File: src/rtl/pixel_location_generator_if.sv
// Pixel-stream control and coordinate bundle for pixel_location_generator.
// master: pixel source side (drives enable/sync). slave: the generator.
interface pixel_location_generator_if;
    logic        en;
    logic        hsync;
    logic        vsync;
    logic [15:0] x;
    logic [15:0] y;
    logic [15:0] frame;
    logic        eol;
    logic        eof;

    modport master (
        output en, hsync, vsync,
        input  x, y, frame, eol, eof
    );

    modport slave (
        input  en, hsync, vsync,
        output x, y, frame, eol, eof
    );
endinterface

File: src/rtl/pixel_location_generator.sv
// Raster-scan (x, y, frame) tracker for the streaming image pipeline.
// Macro LOCATION_SYNC_EN enables hsync/vsync realignment; otherwise the markers are ignored.
module pixel_location_generator #(
    parameter int WIDTH  = 640,
    parameter int HEIGHT = 480
) (
    input  logic                        clk,
    input  logic                        reset,
    pixel_location_generator_if.slave   bus
);

    localparam logic [15:0] LAST_X = 16'(WIDTH - 1);
    localparam logic [15:0] LAST_Y = 16'(HEIGHT - 1);

    logic [15:0] r_x;
    logic [15:0] r_y;
    logic [15:0] r_frame;

    logic [15:0] w_x_nxt;
    logic [15:0] w_y_nxt;
    logic [15:0] w_frame_nxt;
    logic        w_x_end;
    logic        w_y_end;

    // Out-of-range coordinates are treated as end of line / end of frame
    assign w_x_end = (r_x >= LAST_X);
    assign w_y_end = (r_y >= LAST_Y);

`ifndef LOCATION_SYNC_EN
    logic w_unused_sync;
    assign w_unused_sync = bus.hsync | bus.vsync;
`endif

    always_comb begin
        w_x_nxt     = r_x;
        w_y_nxt     = r_y;
        w_frame_nxt = r_frame;
        if (bus.en) begin
            if (!w_x_end) begin
                w_x_nxt = r_x + 16'd1;
            end else begin
                w_x_nxt = '0;
                if (!w_y_end) begin
                    w_y_nxt = r_y + 16'd1;
                end else begin
                    w_y_nxt     = '0;
                    w_frame_nxt = r_frame + 16'd1;
                end
            end
`ifdef LOCATION_SYNC_EN
            // Markers override the normal advance; the marked pixel becomes x=0, so next x is 1
            if (bus.vsync) begin
                w_x_nxt = 16'd1;
                w_y_nxt = '0;
                if ((r_x != '0) || (r_y != '0)) begin
                    w_frame_nxt = r_frame + 16'd1;
                end else begin
                    w_frame_nxt = r_frame;
                end
            end else if (bus.hsync) begin
                w_x_nxt = 16'd1;
                if (r_x == '0) begin
                    w_y_nxt     = r_y;
                    w_frame_nxt = r_frame;
                end else if (!w_y_end) begin
                    w_y_nxt     = r_y + 16'd1;
                    w_frame_nxt = r_frame;
                end else begin
                    w_y_nxt     = '0;
                    w_frame_nxt = r_frame + 16'd1;
                end
            end
`endif
        end
    end

    always_ff @(posedge clk or posedge reset) begin
        if (reset) begin
            r_x     <= '0;
            r_y     <= '0;
            r_frame <= '0;
        end else begin
            r_x     <= w_x_nxt;
            r_y     <= w_y_nxt;
            r_frame <= w_frame_nxt;
        end
    end

    assign bus.x     = r_x;
    assign bus.y     = r_y;
    assign bus.frame = r_frame;
    assign bus.eol   = (r_x == LAST_X);
    assign bus.eof   = (r_x == LAST_X) && (r_y == LAST_Y);

endmodule

File: src/flat_wrapper.sv
// flat-port wrapper written by rule: the top's interface ports become plain ports
module pixel_location_generator_flat 
#(
    parameter int WIDTH  = 640,
    parameter int HEIGHT = 480
)
  (clk, reset, bus_en, bus_hsync, bus_vsync, bus_x, bus_y, bus_frame, bus_eol, bus_eof);
  pixel_location_generator_if bus_i ();
  input  logic clk;
  input  logic reset;
  input wire logic [$bits(bus_i.en)-1:0] bus_en;
  input wire logic [$bits(bus_i.hsync)-1:0] bus_hsync;
  input wire logic [$bits(bus_i.vsync)-1:0] bus_vsync;
  output wire logic [$bits(bus_i.x)-1:0] bus_x;
  output wire logic [$bits(bus_i.y)-1:0] bus_y;
  output wire logic [$bits(bus_i.frame)-1:0] bus_frame;
  output wire logic [$bits(bus_i.eol)-1:0] bus_eol;
  output wire logic [$bits(bus_i.eof)-1:0] bus_eof;
  assign bus_i.en = bus_en;
  assign bus_i.hsync = bus_hsync;
  assign bus_i.vsync = bus_vsync;
  assign bus_x = bus_i.x;
  assign bus_y = bus_i.y;
  assign bus_frame = bus_i.frame;
  assign bus_eol = bus_i.eol;
  assign bus_eof = bus_i.eof;
  pixel_location_generator #(.WIDTH(WIDTH), .HEIGHT(HEIGHT)) u_core (.clk(clk), .reset(reset), .bus(bus_i));
endmodule
File: config.mk
export PLATFORM = sky130hd
export DESIGN_NAME = pixel_location_generator_flat
export DESIGN_NICKNAME = d
export VERILOG_FILES = /design/src/rtl/pixel_location_generator_if.sv /design/src/rtl/pixel_location_generator.sv /design/src/flat_wrapper.sv
export SDC_FILE = /design/constraint.sdc
export NUM_CORES = 1
export LEC_CHECK = 0
export BUFFER_PORTS_ARGS = -buffer_cell sky130_fd_sc_hd__buf_4
export CAP_MARGIN = 20
export CORE_MARGIN = 2
export CORE_UTILIZATION = 58
export CTS_CLUSTER_DIAMETER = 60
export CTS_CLUSTER_SIZE = 30
export DETAILED_ROUTE_END_ITERATION = 8
export PLACE_DENSITY = 0.83
export SETUP_SLACK_MARGIN = 0.15
export SYNTH_ARGS = -nofsm -noshare
export SYNTH_HDL_FRONTEND = slang
export SYNTH_SLANG_ARGS = --single-unit
File: constraint.sdc
create_clock -name clk -period 6.34 [get_ports clk]
set_input_delay 1.268 -clock clk [delete_from_list [all_inputs] [get_ports clk]]
set_output_delay 1.268 -clock clk [all_outputs]
set_load 0.01 [all_outputs]
==> results of run 1 <==
worst max path at each step:
| stage | cells after the start | start | slack [ns] | end |
|---|---|---|---|---|
| global placement | 5 | u_core.bus.x[10] | 3.02 | bus_eof |
| detailed placement | 5 | u_core.bus.x[10] | 2.98 | bus_eof |
| finish | 5 | u_core.bus.x[10] | 2.63 | bus_eof |
| global route | 5 | u_core.bus.x[10] | 2.56 | bus_eof |
| CTS | 5 | u_core.bus.x[10] | 2.63 | bus_eof |
| floorplan | 4 | u_core.bus.x[10] | 3.06 | bus_eof |
cell usage in the layout (no fill, tap or decap), drive strengths merged, types with 2 or more instances in the layout:
cell    count
nand4       7
clkbuf      5
xor2       12
nor4        5
inv         7
ha          3
nor3       11
o21ai      12
and2        2
nand3      11
o21a        3
a21o        2
or4         2
nand2      17
buf        53
and3       15
a41oi       3
or3         2
xnor2       9
dfrtp      48
a211oi      2
o31ai       4
nand2b      4
o211ai      2
and4        2
a31oi       6
nor2       30
a21oi       5
final cells by class:
type	count	area (um2)
clock buffers	5	68.8
clock inverters	3	46.3
fillers	300	1060
inverters	6	22.5
multi-input cells	178	1140
flip-flops and latches	48	1200
well taps	50	62.6
repair buffers	53	398
sequential cells by signal, summed over array words and instances (netlist names):
| register | flops |
|---|---|
| u_core.bus.frame | 16 |
| u_core.bus.x | 16 |
| u_core.bus.y | 16 |
routing by layer:
layer,share of wire (%),GRT usage (%),up-vias
met1,46,34.0,988
met5,0,0,-
li1,-,-,974
met3,4.2,4.11,6
met4,1.6,10.5,0
met2,48,36.5,45
synth_stat cells, types with 3 or more instances:
| library cell | n | area [um2] |
|---|---|---|
| ha_1 | 3 | 37.5 |
| a21oi_1 | 5 | 25.0 |
| nand2b_1 | 4 | 25.0 |
| o21ai_0 | 12 | 60.1 |
| nor4_1 | 3 | 18.8 |
| nand3_1 | 10 | 50.1 |
| inv_1 | 6 | 22.5 |
| nand4_1 | 5 | 31.3 |
| and3_1 | 13 | 81.3 |
| clkbuf_1 | 5 | 18.8 |
| nand2_1 | 17 | 63.8 |
| nor3_1 | 11 | 55.1 |
| a41oi_1 | 3 | 26.3 |
| nor2_1 | 30 | 113 |
| dfrtp_1 | 48 | 1200 |
| xor2_1 | 12 | 105 |
| a31oi_1 | 6 | 37.5 |
| o31ai_1 | 4 | 30.0 |
| o21a_1 | 3 | 22.5 |
| xnor2_1 | 9 | 78.8 |
worst reg2reg max path: stages (launching register included):
cell,delay (ns)
dfrtp_1,0.44
ha_1,0.27
a41oi_1,0.20
o211ai_4,0.30
nand3_2,0.34
or4_1,0.63
xnor2_1,0.14
through the flow:
| step | utilization, % | instance area, um2 | std cells | setup slack (ns) |
|---|---|---|---|---|
| final | 73.5 | 2940 | 343 | 2.63 |
| after global routing | 73.5 | 2940 | 343 | 2.56 |
| after CTS | 73.4 | 2930 | 342 | 2.63 |
| after detailed placement | 70.5 | 2820 | 334 | 2.98 |
| after global placement | 70.5 | 2820 | 334 | 3.02 |
| after floorplan | - | 2410 | 239 | 3.06 |
report_power, final:
group	switching [mW]	internal, mW	leakage, nW
Clock	0.112	0.119	0.0548
Sequential	0.0255	0.322	0.651
Combinational	0.0353	0.0356	0.797
Total	0.173	0.477	1.50
cells by family after synthesis:
kind of cell / Yosys count
AOI/OAI and AO/OA: 44
adders and majority gates: 3
DFF: 48
and+or+nand+nor: 110
buffers and inverters: 13
xor gates and xnor gates: 21
==> results.sh, run 1 <==
export IMPL_status="finished, final reports clean"
export IMPL_post_dp_hpwl_um=3660
export IMPL_hold_violations=0
export IMPL_grt_max_degree=49
export IMPL_hold_path_depth=1
export IMPL_syn_to_final_growth_pct=22.2
export IMPL_yosysWarnings=0
export IMPL_r2r_start="u_core.bus.y[0]"
export IMPL_core_area_um2=4000
export IMPL_min_period_ns=3.71
export IMPL_fin_setup_tns_ns=0
export IMPL_htree_levels=2
export IMPL_avgRoutedWirePerCell_um=15.2
export IMPL_row_count=23
export IMPL_min_from="u_core.bus.frame[15]"
export IMPL_synthCells=239
export IMPL_io_pins=55
export IMPL_vias_per_cell=5.87
export IMPL_p_leak_nw=1.50
export IMPL_syn_num_nets=247
export IMPL_syn_area_um2=2410
export IMPL_synthAdderAreaFrac_pct=1.56
export IMPL_maxSlewViolCount=0
export IMPL_grt_pass1_vias=1784
export IMPL_postCtsResizedCells=0
export IMPL_yosysSeqAreaShare_pct=49.9
export IMPL_antenna_cells=0
export IMPL_slowest_delay_ns=0.57
export IMPL_vias=2013
export IMPL_whs_ns=0.476
export IMPL_grt_pass1_wl_um=8340
export IMPL_synth_mux_area_share_pct=0
export IMPL_design_die_area_um2=4680
export IMPL_peakVddDrop_mv=0.181
export IMPL_worst_pin_slew_ns=0.958
export IMPL_fin_crit_sh_pct=58.5
export IMPL_synth_xor_area_share_pct=7.64
export IMPL_grt_antenna_before_repair=0
export IMPL_drv_cap=0
export IMPL_critPathArrivalTime_ns=2.44
export IMPL_rrSetupSlack_ns=3.93
export IMPL_start_util_pct=60.2
export IMPL_slowest_stage="or4_4"
export IMPL_grt_util_all_layers_pct=24.1
export IMPL_power_density_nw_per_um2=221
export IMPL_crit_path_max_fanout=5
export IMPL_antenna_left=0
export IMPL_total_power_uw=650
export IMPL_tritoncts="yes"
export IMPL_path_class="reg -> out"
export IMPL_cp_top_family="simple AND/OR/NAND/NOR gates"
export IMPL_hold_buffers=0
export IMPL_r2r_cells=6
export IMPL_synthDistinctLibCells=43
export IMPL_timing_rr_end="u_core.bus.frame[11]"
export IMPL_cp_end_kind="primary output"
export IMPL_cp_required_ns=5.07
export IMPL_grt_overflow_total=0
export IMPL_cts_root_buffer="clkbuf_8"
export IMPL_drt_total_wl_um=5200
export IMPL_async_flop_share_pct=100
export IMPL_synth_compound_area_share_pct=13.3
export IMPL_gp_congestion=0.788
export IMPL_critical_path_cell_chain="or4_4 > or3_1 > nor4_2 > and4bb_1 > buf_4"
export IMPL_finalSetupViolations=0
export IMPL_drt_iter0_markers=140
export IMPL_startpoint_type="flop"
export IMPL_skew_ns=0.0134
export IMPL_synth_seq_cells=48
export IMPL_synth_edf_count=0
export IMPL_fin_nets=300
export IMPL_drive_above_1_share_pct=25.3
export IMPL_yosys_area_share_simple_pct=24.9
export IMPL_path_buf_inv=1
export IMPL_ys_flop_type="dfrtp_1"
export IMPL_drc=0
export IMPL_io_buffers=52
export IMPL_holdCritPathClass="reg -> reg"
export IMPL_fmax_ghz=0.269
export IMPL_cts_reportedPaths_clkPinSlew_ns=0.10
export IMPL_cts_setup_buffers=0
export IMPL_avgSynthCellArea_um2=10.1
export IMPL_slew_headroom_pct=36.0
export IMPL_clk_latency_ns=0.32
export IMPL_synth_top_family_by_area="simple AND/OR/NAND/NOR gates"
export IMPL_clockBufferDepth=2
export IMPL_numCtsBuffers=5
export IMPL_die_x_um=68.4
export IMPL_first_pass_iters=6
export IMPL_clock_sinks=48
export IMPL_die_h_um=68.4
export IMPL_rsz0062_at_grt="false"
export IMPL_whs_endpoint="u_core.bus.frame[15]"
(Power assumes the default switching activity.)
==> run 2, diff against run 1 <==
Settings changed: CORE_UTILIZATION 58 to 48, PLACE_DENSITY 0.83 to 0.73.
Clock period 6.34 ns to 3.2 ns, I/O delays scaled along.
==> run 2 against run 1 <==
Compared with the run above:
- clock skew is 0.0023 ns lower
- worst hold slack lost 0.29 ns
- register-to-register slack worse by 3.1 ns
- global-route usage decreased by 3.8 points
- utilization down 12 points
- via count fell by 3.1%
- sequential cell count unchanged
==> results.sh, run 2 (same netlist as run 1, synthesis figures left out) <==
export IMPL_status="finished, final reports clean"
export IMPL_p_leak_nw=1.50
export IMPL_critical_path_cell_chain="or4_4 > or3_1 > nor4_4 > and4bb_1 > buf_4"
export IMPL_maxSlewViolCount=0
export IMPL_r2r_start="u_core.bus.y[0]"
export IMPL_fmax_ghz=0.348
export IMPL_slowest_stage="or4_4"
export IMPL_gp_congestion=0.790
export IMPL_drt_total_wl_um=5120
export IMPL_grt_max_degree=49
export IMPL_row_count=25
export IMPL_post_dp_hpwl_um=3660
export IMPL_hold_violations=0
export IMPL_worst_pin_slew_ns=0.480
export IMPL_rsz0062_at_grt="false"
export IMPL_antenna_left=0
export IMPL_timing_rr_end="u_core.bus.frame[11]"
export IMPL_drt_iter0_markers=96
export IMPL_cp_end_kind="primary output"
export IMPL_slowest_delay_ns=0.56
export IMPL_critPathArrivalTime_ns=2.23
export IMPL_layout_common_cells="buf_4 (53), dfrtp_1 (48), nor2_1 (30), nand2_1 (17), and3_1 (13)"
export IMPL_min_period_ns=2.87
export IMPL_start_util_pct=50.3
export IMPL_grt_antenna_before_repair=0
export IMPL_finalSetupViolations=0
export IMPL_htree_levels=2
export IMPL_tritoncts="yes"
export IMPL_peakVddDrop_mv=0.207
export IMPL_power_density_nw_per_um2=398
export IMPL_cp_required_ns=2.56
export IMPL_core_area_um2=4790
export IMPL_cts_root_buffer="clkbuf_8"
export IMPL_grt_pass1_vias=1786
export IMPL_antenna_cells=0
export IMPL_dp_cells=352
export IMPL_path_buf_inv=1
export IMPL_r2r_cells=6
export IMPL_cp_top_family="simple AND/OR/NAND/NOR gates"
export IMPL_layout_commonest_cell="buf_4"
export IMPL_numCtsBuffers=5
export IMPL_first_pass_iters=4
export IMPL_dpl_cell_area_um2=2850
export IMPL_slew_headroom_pct=67.7
export IMPL_drv_cap=0
export IMPL_fin_setup_tns_ns=0
export IMPL_stdcell_area_um2=2960
export IMPL_grt_util_all_layers_pct=20.3
export IMPL_clk_latency_ns=0.30
export IMPL_grt_overflow_total=0
export IMPL_avgRoutedWirePerCell_um=14.2
export IMPL_path_class="reg -> out"
export IMPL_vias=1950
export IMPL_startpoint_type="flop"
export IMPL_skew_ns=0.0111
export IMPL_rrSetupSlack_ns=0.79
export IMPL_design_die_area_um2=5600
export IMPL_syn_to_final_growth_pct=22.9
export IMPL_die_x_um=74.8
export IMPL_finalNonFillerCells=360
export IMPL_drc=0
export IMPL_whs_ns=0.185
export IMPL_clock_sinks=48
export IMPL_io_buffers=52
export IMPL_grt_pass1_wl_um=8670
export IMPL_io_pins=55
export IMPL_crit_path_max_fanout=5
export IMPL_cts_reportedPaths_clkPinSlew_ns=0.09
export IMPL_vias_per_cell=5.42
export IMPL_drive_above_1_share_pct=25.3
export IMPL_holdCritPathClass="in -> async"
export IMPL_die_h_um=74.8
export IMPL_clockBufferDepth=2
export IMPL_fin_crit_sh_pct=89.8
export IMPL_fin_nets=301
-- run 2: cell count changes in the layout (fill, tap and decap cells not counted) --
cell       delta
nor4_4        +1
bufinv_16     -1
clkinv_2      +1
buf_12        +1
inv_6         -1
nor4_2        -1
-- run 2: metrics by stage --
step / worst slack [ns] / utilization (%) / total power [mW]
3_3_place_gp: 0.551 / 59.5 / 0.837
2_1_floorplan: 0.543 / - / 0.769
4_1_cts: 0.156 / 61.2 / 1.18
6_report: 0.327 / 61.8 / 1.18
5_1_grt: 0.228 / 61.8 / 1.24
3_5_place_dp: 0.500 / 59.5 / 0.843
-- run 2: worst max-delay path by stage --
| stage | to | cells past startpoint | slack [ns] | startpoint |
|---|---|---|---|---|
| detailed placement | bus_eof | 5 | 0.50 | u_core.bus.x[10] |
| floorplan | bus_eof | 4 | 0.54 | u_core.bus.x[10] |
| finish | bus_eof | 5 | 0.33 | u_core.bus.x[10] |
| CTS | bus_eof | 5 | 0.16 | u_core.bus.x[10] |
| global route | bus_eof | 5 | 0.23 | u_core.bus.x[10] |
| global placement | bus_eof | 5 | 0.55 | u_core.bus.x[10] |
-- run 2: layout make-up --
class                   count  area [um2]
fillers                   430        1830
repair buffers             54         418
well taps                  67        83.8
clock buffers               5        68.8
multi-input cells         178        1150
inverters                   6        22.5
flip-flops and latches     48        1200
clock inverters             2        12.5
-- run 2: timing repair --
action / 4_1_cts / 5_1_grt
hold buffers: 0 / 0
buffers inserted: 0 / 0
gates resized for setup: 0 / 1
endpoints found under the setup margin: 0 / 1
-- run 2: power breakdown --
group	switching (mW)	total [mW]	internal [mW]
registers	0.0503	0.689	0.639
logic	0.0705	0.144	0.0731
clock network	0.198	0.346	0.148
-- run 2: layer usage --
layer | GRT usage (%) | vias to the layer above | routed length, um
li1 | - | 968 | -
met1 | 29.0 | 936 | 2450
met2 | 31.2 | 42 | 2420
met3 | 5.22 | 4 | 192
met4 | 4.76 | 0 | 49
met5 | 0 | - | 0
==> run 3, diff against run 2 <==
Settings changed: MAX_ROUTING_LAYER from default to met4, SKIP_CTS_REPAIR_TIMING from default to 1.
==> run 3 against run 2 <==
Compared with the run above:
- setup slack gained 0.00094 ns
- first-iteration DRC count grew 27%
- sequential share of layout area is the same
- sequential cell count is the same
- clock skew is essentially flat
- cell area is the same
- critical path depth is the same
- combinational power is essentially flat
- sequential power is essentially flat
- critical endpoint unchanged
- largest cell class unchanged
==> results.sh, run 3 (same netlist as run 1, synthesis figures left out) <==
export IMPL_dp_slack_ns=0.500
export IMPL_skew_ns=0.0107
export IMPL_vias_per_cell=5.43
export IMPL_layout_commonest_cell="buf_4"
export IMPL_rsz0062_at_grt="false"
export IMPL_setup_slack_ns=0.328
export IMPL_power_density_nw_per_um2=399
export IMPL_fin_crit_sh_pct=89.8
export IMPL_whs_ns=0.185
export IMPL_grt_overflow_total=0
export IMPL_finalSetupViolations=0
export IMPL_drv_cap=0
export IMPL_crit_path_max_fanout=5
export IMPL_cp_required_ns=2.56
export IMPL_row_count=25
export IMPL_antenna_left=0
export IMPL_r2r_start="u_core.bus.y[0]"
export IMPL_grt_util_all_layers_pct=20.9
export IMPL_start_util_pct=50.3
export IMPL_fmax_ghz=0.348
export IMPL_first_pass_iters=4
export IMPL_drt_iter0_markers=122
export IMPL_critPathArrivalTime_ns=2.23
export IMPL_io_pins=55
export IMPL_vias=1955
export IMPL_holdCritPathClass="in -> async"
export IMPL_min_period_ns=2.87
export IMPL_grt_pass1_wl_um=8680
export IMPL_drive_above_1_share_pct=25.3
export IMPL_clk_latency_ns=0.30
export IMPL_gp_congestion=0.801
export IMPL_multi_input_area_um2=1150
export IMPL_cts_reportedPaths_clkPinSlew_ns=0.09
export IMPL_grt_max_degree=49
export IMPL_fin_nets=301
export IMPL_tritoncts="yes"
export IMPL_startpoint_type="flop"
export IMPL_die_h_um=74.8
export IMPL_antenna_cells=0
export IMPL_worst_pin_slew_ns=0.481
export IMPL_core_area_um2=4790
export IMPL_io_buffers=52
export IMPL_post_dp_hpwl_um=3660
export IMPL_maxSlewViolCount=0
export IMPL_regArea_um2=1200
export IMPL_grt_pass1_vias=1782
export IMPL_fin_setup_tns_ns=0
export IMPL_design_die_area_um2=5600
export IMPL_numCtsBuffers=5
export IMPL_grt_antenna_before_repair=0
export IMPL_path_class="reg -> out"
export IMPL_slew_headroom_pct=67.7
export IMPL_avgRoutedWirePerCell_um=14.3
export IMPL_n_fill_cell=430
export IMPL_cp_end_kind="primary output"
export IMPL_status="finished, final reports clean"
export IMPL_layout_common_cells="buf_4 (53), dfrtp_1 (48), nor2_1 (30), nand2_1 (17), and3_1 (13)"
export IMPL_cts_root_buffer="clkbuf_8"
export IMPL_syn_to_final_growth_pct=22.9
export IMPL_p_leak_nw=1.50
export IMPL_clock_sinks=48
export IMPL_startpoint="u_core.bus.x[10]"
export IMPL_peakVddDrop_mv=0.207
export IMPL_die_x_um=74.8
export IMPL_hold_violations=0
export IMPL_clockBufferDepth=2
export IMPL_htree_levels=2
export IMPL_drt_total_wl_um=5140
export IMPL_drc=0
==> run 3: layout make-up <==
cell class                 instances  share of cell area [%]
sequential                        48                    40.6
multi-input combinational        178                    38.9
timing repair buffer              54                    14.1
tap                               67                    2.83
clock buffer                       5                    2.33
inverter                           6                   0.761
clock inverter                     2                   0.423
==> run 3: layer usage <==
metal | global-route usage (%) | wire, um | vias up
li1 | - | - | 969
met1 | 29.1 | 2470 | 938
met2 | 31.0 | 2420 | 44
met3 | 5.22 | 197 | 4
met4 | 4.76 | 49 | 0
met5 | - | 0 | -
==> run 3: worst paths after layout <==
kind / endpoint / slack, ns / depth (start not counted)
max: bus_eof / 0.33 / 5
min: u_core.bus.frame[13] / 0.18 / 2
max reg2reg: u_core.bus.frame[11] / 0.79 / 6
min reg2reg: u_core.bus.frame[15] / 0.47 / 1
max in group asynchronous: u_core.bus.x[14] / 2.59 / 3
min in group clk: u_core.bus.frame[15] / 0.47 / 1
==> run 3: power breakdown <==
group / internal, mW / switching [mW]
Combinational: 0.0731 / 0.0704
Sequential: 0.639 / 0.0503
Clock: 0.148 / 0.199
==> run 3: critical path, stage by stage (launching register included) <==
cell,delay (ns)
dfrtp_1,0.43
or4_4,0.56
or3_1,0.38
nor4_4,0.19
and4bb_1,0.24
buf_4,0.12
==> run 3: metrics by stage <==
step | instances | util [%] | cell area [um2] | power [mW]
6_report | 360 | 61.8 | 2960 | 1.18
4_1_cts | 359 | 61.2 | 2930 | 1.18
5_1_grt | 360 | 61.8 | 2960 | 1.25
3_5_place_dp | 352 | 59.5 | 2850 | 0.843
2_1_floorplan | 239 | - | 2410 | 0.769
3_3_place_gp | 352 | 59.5 | 2850 | 0.837
